## src/rtl/spi_slave.sv

```systemverilog
// SPI slave with a 16 x 8 register file: 24-bit frames (ID, ADDR, DATA), write commits
// and read-back over miso. All SPI pins are oversampled on the system clock.
module spi_slave #(
  parameter logic [7:0] SLAVE_IDW = 8'h64,
  parameter logic [7:0] SLAVE_IDR = 8'h65
) (
  input  logic       clock,
  input  logic       reset,
  input  logic       ss,
  input  logic       sck,
  input  logic       mosi,
  output logic       miso,
  output logic       miso_oe,
  input  logic [3:0] lcl_addr,
  output logic [7:0] lcl_rdata,
  output logic       wr_strobe,
  output logic [7:0] wr_addr,
  output logic [7:0] wr_data,
  output logic       frame_err
);

  typedef enum logic [2:0] {S_IDLE, S_ID, S_ADDR, S_DATA, S_SKIP} state_t;

  state_t      state, next_state;
  logic        ss_meta, ss_sync, ss_prev;
  logic        sck_meta, sck_sync, sck_prev;
  logic        mosi_meta, mosi_sync;
  logic [1:0]  settle;
  logic        armed;
  logic [4:0]  bit_cnt;
  logic [6:0]  rx;
  logic        rw;
  logic [7:0]  addr;
  logic [7:0]  tx;
  logic [7:0]  regs [16];

  logic        sck_rise, sck_fall, ss_fall, ss_rise;
  logic [7:0]  new_byte, load_val;
  logic        start, shift_en, rw_set, rw_val, addr_latch;
  logic        tx_load, tx_shift, oe_set, oe_clr, commit, err;

  // Two-flop synchronizers plus one history flop for edge detection
  always_ff @(posedge clock or posedge reset) begin
    if (reset) begin
      ss_meta   <= 1'b1;
      ss_sync   <= 1'b1;
      ss_prev   <= 1'b1;
      sck_meta  <= 1'b0;
      sck_sync  <= 1'b0;
      sck_prev  <= 1'b0;
      mosi_meta <= 1'b0;
      mosi_sync <= 1'b0;
    end else begin
      ss_meta   <= ss;
      ss_sync   <= ss_meta;
      ss_prev   <= ss_sync;
      sck_meta  <= sck;
      sck_sync  <= sck_meta;
      sck_prev  <= sck_sync;
      mosi_meta <= mosi;
      mosi_sync <= mosi_meta;
    end
  end

  assign sck_rise = sck_sync & ~sck_prev;
  assign sck_fall = ~sck_sync & sck_prev;
  assign ss_fall  = ~ss_sync & ss_prev;
  assign ss_rise  = ss_sync & ~ss_prev;

  assign new_byte = {rx, mosi_sync};
  assign load_val = (new_byte[7:4] == 4'h0) ? regs[new_byte[3:0]] : 8'h00;

  // The synchronizer reset value fakes ss high; only arm once real ss has been seen high
  always_ff @(posedge clock or posedge reset) begin
    if (reset) begin
      settle <= 2'b00;
      armed  <= 1'b0;
    end else begin
      settle <= {settle[0], 1'b1};
      if (settle[1] && ss_sync) armed <= 1'b1;
    end
  end

  always_ff @(posedge clock or posedge reset) begin
    if (reset) state <= S_IDLE;
    else       state <= next_state;
  end

  always_comb begin
    next_state = state;
    start      = 1'b0;
    shift_en   = 1'b0;
    rw_set     = 1'b0;
    rw_val     = 1'b0;
    addr_latch = 1'b0;
    tx_load    = 1'b0;
    tx_shift   = 1'b0;
    oe_set     = 1'b0;
    oe_clr     = 1'b0;
    commit     = 1'b0;
    err        = 1'b0;
    case (state)
      S_IDLE: begin
        if (ss_fall && armed) begin
          start      = 1'b1;
          next_state = S_ID;
        end
      end
      S_ID: begin
        if (sck_rise) begin
          shift_en = 1'b1;
          if (bit_cnt == 5'd7) begin
            if (new_byte == SLAVE_IDW) begin
              rw_set     = 1'b1;
              next_state = S_ADDR;
            end else if (new_byte == SLAVE_IDR) begin
              rw_set     = 1'b1;
              rw_val     = 1'b1;
              next_state = S_ADDR;
            end else begin
              next_state = S_SKIP;
            end
          end
        end
      end
      S_ADDR: begin
        if (sck_rise) begin
          shift_en = 1'b1;
          if (bit_cnt == 5'd15) begin
            addr_latch = 1'b1;
            next_state = S_DATA;
            if (rw) begin
              tx_load = 1'b1;
              oe_set  = 1'b1;
            end
          end
        end
      end
      S_DATA: begin
        if (sck_rise) begin
          shift_en = 1'b1;
          if (bit_cnt == 5'd23) begin
            next_state = S_SKIP;
            oe_clr     = 1'b1;
            commit     = ~rw && (addr[7:4] == 4'h0);
          end
        end else if (sck_fall && rw && bit_cnt > 5'd16) begin
          // The falling edge right after the load keeps bit 7 for the master's first sample
          tx_shift = 1'b1;
        end
      end
      S_SKIP: begin
        oe_clr = 1'b1;
      end
      default: next_state = S_IDLE;
    endcase

    if (ss_rise && state != S_IDLE) begin
      next_state = S_IDLE;
      err        = (state == S_ID) || (state == S_ADDR) || (state == S_DATA);
      shift_en   = 1'b0;
      rw_set     = 1'b0;
      addr_latch = 1'b0;
      tx_load    = 1'b0;
      tx_shift   = 1'b0;
      oe_set     = 1'b0;
      oe_clr     = 1'b1;
      commit     = 1'b0;
    end
  end

  always_ff @(posedge clock or posedge reset) begin
    if (reset) begin
      bit_cnt <= 5'd0;
      rx      <= 7'd0;
      rw      <= 1'b0;
      addr    <= 8'h00;
      tx      <= 8'h00;
      miso_oe <= 1'b0;
    end else begin
      if (start)         bit_cnt <= 5'd0;
      else if (shift_en) bit_cnt <= bit_cnt + 5'd1;
      if (start)         rx <= 7'd0;
      else if (shift_en) rx <= new_byte[6:0];
      if (rw_set)     rw   <= rw_val;
      if (addr_latch) addr <= new_byte;
      if (tx_load)       tx <= load_val;
      else if (tx_shift) tx <= {tx[6:0], 1'b0};
      if (oe_set)      miso_oe <= 1'b1;
      else if (oe_clr) miso_oe <= 1'b0;
    end
  end

  assign miso = miso_oe & tx[7];

  always_ff @(posedge clock or posedge reset) begin
    if (reset) begin
      for (int i = 0; i < 16; i++) regs[i] <= 8'h00;
      wr_strobe <= 1'b0;
      wr_addr   <= 8'h00;
      wr_data   <= 8'h00;
      frame_err <= 1'b0;
    end else begin
      wr_strobe <= commit;
      frame_err <= err;
      if (commit) begin
        regs[addr[3:0]] <= new_byte;
        wr_addr         <= addr;
        wr_data         <= new_byte;
      end
    end
  end

  // Combinational port: a same-cycle commit shows up on the following cycle
  assign lcl_rdata = regs[lcl_addr];

endmodule

```

## config.mk

```make
export PLATFORM = sky130hd
export DESIGN_NAME = spi_slave
export DESIGN_NICKNAME = d
export VERILOG_FILES = /design/src/rtl/spi_slave.sv
export SDC_FILE = /design/constraint.sdc
export NUM_CORES = 1
export LEC_CHECK = 0
export ABC_AREA = 0
export CAP_MARGIN = 40
export CELL_PAD_IN_SITES_DETAIL_PLACEMENT = 1
export CELL_PAD_IN_SITES_GLOBAL_PLACEMENT = 1
export CORE_ASPECT_RATIO = 0.75
export CORE_UTILIZATION = 52
export DETAILED_ROUTE_END_ITERATION = 8
export GPL_TIMING_DRIVEN = 0
export PLACE_DENSITY_LB_ADDON = 0.08
export SYNTH_ARGS = -nofsm -noshare
export SYNTH_HDL_FRONTEND = slang
export SYNTH_SLANG_ARGS = --single-unit
export TNS_END_PERCENT = 30
```

## constraint.sdc

```tcl
create_clock -name clock -period 8.95 [get_ports clock]
set_input_delay 1.79 -clock clock [delete_from_list [all_inputs] [get_ports clock]]
set_output_delay 1.79 -clock clock [all_outputs]
set_load 0.02 [all_outputs]
```

==> results of run 1 <==
state kept, by name, summed over array words and instances (netlist names), 2 cells and up:
| register | count |
|---|---|
| regs | 128 |
| addr | 8 |
| tx | 8 |
| wr_addr | 8 |
| wr_data | 8 |
| rx | 7 |
| bit_cnt | 5 |
| state | 3 |
| settle | 2 |
placed cells by master (no fill, tap or decap), types with 9 or more instances in the layout:
master	netlist	final
nor2b_1	15	15
nor2_1	28	28
nand3_1	19	19
clkdlybuf4s50_1	0	32
mux2_2	142	142
dfrtp_1	187	187
mux4_2	72	72
nand2_1	27	27
clkbuf_1	32	32
buf_2	11	11
nand3_4	11	11
mux2i_1	9	9
clkbuf_16	0	17
worst max-delay path, stage by stage:
cell	delay (ps)
clkbuf_1	380
buf_1	710
mux4_2	440
mux4_2	500
clkdlybuf4s50_1	550
kinds of logic (layout without fill, tap and decap cells):
group / Yosys count / in the layout / share of synthesized area, %
muxes: 230 / 230 / 35.5
DFF: 190 / 190 / 49.6
and+or+nand+nor: 131 / 131 / 8.92
buffers and inverters: 59 / 126 / 2.74
AOI/OAI and AO/OA: 34 / 34 / 2.53
adders and majority gates: 3 / 3 / 0.391
xor gates and xnor gates: 3 / 3 / 0.274
other: 1 / 1 / 0.0391
worst max-delay path by stage:
stage | end | slack [ps] | cells after the start
6_report | lcl_rdata[0] | 2770 | 5
5_1_grt | lcl_rdata[0] | 2710 | 5
4_1_cts | lcl_rdata[4] | 2630 | 5
3_5_place_dp | lcl_rdata[5] | 2750 | 5
3_3_place_gp | settle[0] | -230 | 2
2_1_floorplan | addr[0] | 1990 | 1
metal layers:
metal	vias to the layer above	part of all wire, %	global-route usage, %	routed length (um)
met5	-	0	0	0
met4	0	1.5	8.17	409
met3	32	5.8	7.95	1560
met2	193	48	48.4	12900
met1	3312	45	42.9	12000
li1	2558	-	-	-
report_power, final:
group          switching, W  internal [W]
registers         0.0000120      0.000870
clock network      0.000379      0.000399
logic              0.000115     0.0000638
area by class of cell:
type,instances,area (um^2)
buffer,53,240
inverter,6,30.0
sequential,190,4760
multi-input combinational,402,4580
clock inverter,15,164
tap,242,303
timing repair buffer,35,374
clock buffer,17,425
fill,1692,6990
through the flow:
stage          area (um^2)  hold slack, ps  util (%)  setup TNS, ps
6_report             10900             353      60.9              0
5_1_grt              10900             364      60.9              0
4_1_cts              10900             355      60.8              0
3_5_place_dp         10300             338      57.5              0
3_3_place_gp         10200             331      57.2         -39730
2_1_floorplan         9600             331         -              0
==> out/summary.txt, run 1 <==
====================================================================================
End point of the worst hold path                                           mosi_sync
Synth cell types                                                                  56
Hold violation count in the final report                                           0
Type of element launching the critical path                               input port
Rows                                                                              42
PostCTS Resize Cnt                                                                 0
Insertion delay to the later sink of the worst-skew pair                      450 ps
Required time at the endpoint of the critical path                           7160 ps
Predominant post-synthesis flop cell                                         dfrtp_1
EDFF count, synth                                                                  0
Max-slew violations                                                                0
RD Place Congestion                                                            0.881
Count of inserted antenna diode cells                                              0
Wirelength, routed                                                           26.9 mm
Smallest setup slack after layout                                            2770 ps
Source of the worst hold timing path                                       mosi_meta
Fraction of final layout cells with drive strength greater than 1              41.8%
Commonest cells in the synthesized netlist                              dfrtp_1, mux2_2, mux4_2
Cell type contributing the most total cell area after synthesis              dfrtp_1
Hold_buf cts                                                                       0
Class of the most critical setup path                                         in2out
Layout overhead on the synthesized area                                        13.3%
Horizontal die dimension                                                      159 um
R2r setup slk                                                                6120 ps
Worst Reg2Reg Path Length in Cells                                                 7
Overflow left after global routing                                                 0
Netlist area before placement                                           0.00960 mm^2
Shortest period the worst path allows                                        6180 ps
Drt wl/cell                                                                  28.0 um
Average cell area after synthesis                                          14.7 um^2
Skew final                                                                   8.96 ps
Share of flip-flops with an asynchronous set or reset after synthesis           100%
Setup WS pre-CTS                                                             2750 ps
Unrepaired setup endpoints after global routing                                   no
Maximum clock frequency                                                      162 MHz
Cell count after placement                                                       927
Number of remaining DRC errors                                                     0
Maxcap violations                                                                  0
Violation count after the first detailed-routing iteration                       452
Clock Pin Slew Worst Setup and Hold Paths                                      80 ps
H-Tree Depth                                                                       4
Arrival time of data at the critical path endpoint                           4390 ps
Pin count of the biggest net entering global routing                             109
Initial core utilization                                                       53.7%
Core Footprint                                                           0.0179 mm^2
Number of optimization iterations in the first detailed-route pass                 5
Fraction of post-synthesis cell area in the top cell type by area              48.7%
Post-Synthesis Net Count                                                         663
Post-layout net count                                                            717
Remaining antenna violation count after routing                                    0
Yosys warning total                                                                0
Estimated wirelength of the detail-placed design                             18.8 mm
Number of instances on the worst hold path                                         0
IR drop worst, VDD                                                       0.0000903 V
Cells after Synth                                                                651
Reg-to-reg critical path startpoint                                        mosi_sync
Top-level I/O count                                                               37
Bufs on Longest Clock Path                                                         2
Initial antenna violation count                                                    0
Result of the run                                                       complete, no violations
Clock buffers created by TritonCTS                                                17
Leakage dissipation                                                          4.91 nW
Slew @ Worst Pin                                                              898 ps
Post-synthesis sequential element count                                          190
Max Fanout on Critical Path                                                       10
Chip height                                                                   120 um
Fraction of the cycle the final worst path needs                               69.1%
Beginning of the critical path                                           lcl_addr[1]
Worst reg2reg endpoint                                                         tx[3]
Critical Path Sink Type                                                   output pin
Sum of internal, switching and leakage power                               0.00184 W
# port buffers                                                                    32
Final Setup Violations                                                             0
Die Outline Area                                                         0.0190 mm^2
CTS tree                                                                         yes
Wire length of the first global-routing pass                                 42.1 mm
Fraction of the yosys area taken by sequential cells                           49.6%
Cell at the root of the clock tree                                         clkbuf_16
Power Dens Cells                                                         169 mW/mm^2
Cell with the most instances after synthesis                                 dfrtp_1
Total number of vias                                                            6095
Via count of the first global-routing pass                                      6730
Top area cells in the synthesized netlist                               dfrtp_1, mux4_2, mux2_2
Routed vias/inst                                                                6.35
Class of the worst hold path                                                 reg2reg
Aggregate global-route resource usage                                          30.8%
Non-filler instance count after layout                                           960
Slew headroom                                                                  39.8%
Clk sink count                                                                   190
Number of buffers added for setup after CTS                                        0
====================================================================================
Power figures use the tool's default switching activity.
==> run 2, diff against run 1 <==
CORE_UTILIZATION = 47   (was 52)
clock period = 5.68 ns   (was 8.95 ns; I/O delays follow)
==> out/summary.txt, run 2 (synthesis results as in run 1) <==
=================================================================================
Number of optimization iterations in the first detailed-route pass              5   unchanged
Non-filler instance count after layout                                        974   +1.5%
Worst reg2reg endpoint                                                      tx[6]
Core Footprint                                                        0.0197 mm^2   +10%
Pin count of the biggest net entering global routing                           40   -63%
Required time at the endpoint of the critical path                        4540 ps   -2620 ps
Net switching power of the design                                      0.000810 W   +60%
Most frequent cells in the layout                                    dfrtp_1, mux2_2, mux4_2, clkbuf_1, clkdlybuf4s50_1
Skew final                                                                12.6 ps   +3.65 ps
# port buffers                                                                 32   unchanged
Number of instances on the worst hold path                                      0   unchanged
Total number of vias                                                         6147   +0.85%
Initial core utilization                                                    48.8%   -4.9 points
Wirelength, routed                                                        26.4 mm   -1.8%
Top-level I/O count                                                            37   unchanged
Critical Path Sink Type                                                output pin
Commonest non-fill, non-tap cell in the layout                            dfrtp_1
Sw Share                                                                    28.1%   +0.58 points
Max Fanout on Critical Path                                                    10   unchanged
Clock network power share                                                   41.6%   -0.7 points
Max-slew violations                                                             0   unchanged
Initial antenna violation count                                                 0   unchanged
Largest register FFs                                                          128   unchanged
Post-layout net count                                                         720   +0.42%
End point of the worst hold path                                        settle[1]
Estimated wirelength of the detail-placed design                          19.0 mm   +0.81%
Number of buffers added for setup after CTS                                     0   unchanged
Final Setup Violations                                                          0   unchanged
Type of element launching the critical path                            input port
Cell count after placement                                                    942   +1.6%
Source of the worst hold timing path                                    settle[0]
Aggregate global-route resource usage                                       27.4%   -3.4 points
Slew @ Worst Pin                                                           951 ps   +52.6 ps
Number of remaining DRC errors                                                  0   unchanged
Number of fillers in the final layout                                        1891   +12%
Storage cell area                                                    0.00476 mm^2   unchanged
Routed vias/inst                                                             6.31   -0.60%
PostCTS Resize Cnt                                                              0   unchanged
Cell at the root of the clock tree                                      clkbuf_16
Leakage dissipation                                                       4.93 nW   +0.45%
Clk sink count                                                                190   unchanged
Remaining antenna violation count after routing                                 0   unchanged
Register with the highest flop count                                         regs
Setup TNS                                                                    0 ps   unchanged
Fraction of the cycle the final worst path needs                            85.5%
Count of inserted antenna diode cells                                           0   unchanged
Result of the run                                                    complete, no violations
Arrival time of data at the critical path endpoint                        3720 ps   -670 ps
Reg-to-reg critical path startpoint                                    bit_cnt[0]
Hold violation count in the final report                                        0   unchanged
Overflow left after global routing                                              0   unchanged
Chip height                                                                126 um   +5.1%
Violation count after the first detailed-routing iteration                    483   +6.9%
Cell Int Power                                                          0.00207 W   +55%
Area of the multi-input gates                                        0.00458 mm^2   unchanged
Insertion delay to the later sink of the worst-skew pair                   440 ps   about the same
Shortest period the worst path allows                                     4860 ps
CTS tree                                                                      yes
Class of the most critical setup path                                      in2out
H-Tree Depth                                                                    4   unchanged
Drt wl/cell                                                               27.1 um   -3.2%
Class of the worst hold path                                              reg2reg
Maximum clock frequency                                                   206 MHz
Horizontal die dimension                                                   167 um   +5.1%
Layout overhead on the synthesized area                                     14.1%
Power Dens Cells                                                      263 mW/mm^2   +55%
Via count of the first global-routing pass                                   6798   +1.0%
RD Place Congestion                                                         0.824   -6.4%
Unrepaired setup endpoints after global routing                                no
Die Outline Area                                                      0.0210 mm^2   +10%
Bufs on Longest Clock Path                                                      2   unchanged
Fraction of final layout cells with drive strength greater than 1           42.0%   +0.24 points
R2r setup slk                                                             2900 ps   -3220 ps
Clock Pin Slew Worst Setup and Hold Paths                                   80 ps   about the same
Slew headroom                                                               36.6%   -3.2 points
Maxcap violations                                                               0   unchanged
Rows                                                                           44   +4.8%
Sequential Power Share                                                      48.3%   +0.3 points
Worst Reg2Reg Path Length in Cells                                              8   +1
Clock buffers created by TritonCTS                                             17   unchanged
Wire length of the first global-routing pass                              42.0 mm   -0.23%
Hold_buf cts                                                                    0   unchanged
IR drop worst, VDD                                                     0.000201 V   +120%
Logic gate share of total power                                             10.1%   +0.4 points
=================================================================================
run 2: metal layers:
metal  GRT usage, %  up-vias  share of wire [%]
met3           5.19       38                6.2
met2           41.7      210                 47
met4           8.28        0                2.0
met5              0        -                  0
met1           40.0     3321                 45
li1               -     2578                  -
run 2: worst max path at each step:
stage                      startpoint  cells after the start  slack, ps           end
after global routing      lcl_addr[1]                      5        780  lcl_rdata[2]
after CTS                 lcl_addr[1]                      5        830  lcl_rdata[0]
after detailed placement  lcl_addr[1]                      5        840  lcl_rdata[0]
after global placement          reset                      2        660    wr_data[4]
after floorplan           lcl_addr[0]                      4       1830  lcl_rdata[0]
final                     lcl_addr[1]                      5        820  lcl_rdata[2]
run 2: metrics by stage:
stage	cell area, um^2	hold slack [ps]	power (W)	worst slack (ps)	utilization, %
finish	10900	356	0.00288	825	55.7
floorplan	9600	331	0.00161	1830	-
CTS	10900	360	0.00291	835	55.7
global route	10900	368	0.00299	780	55.7
global placement	10200	332	0.00169	661	52.1
detailed placement	10400	341	0.00171	843	52.7
run 2: worst max-delay path: stages:
cell and delay [ps]:
clkbuf_1 320, buf_1 760, mux4_2 430, mux4_2 500, clkdlybuf4s50_1 560
run 2: power by group through the flow:
stage / registers [W] / clock network, W / logic, W
after floorplan: 0.00141 / 0 / 0.000201
after global routing: 0.00139 / 0.00128 / 0.000319
after CTS: 0.00139 / 0.00122 / 0.000296
after detailed placement: 0.00142 / 0 / 0.000294
after global placement: 0.00142 / 0 / 0.000271
final: 0.00139 / 0.00120 / 0.000292
run 2: area by class of cell:
cell class                 instances  area share (%)
inverter                           6           0.240
buffer                            53            2.19
multi-input combinational        402            41.8
tap                              253            2.89
clock buffer                      17            3.89
clock inverter                    15            1.51
sequential                       190            43.5
timing repair buffer              38            4.01
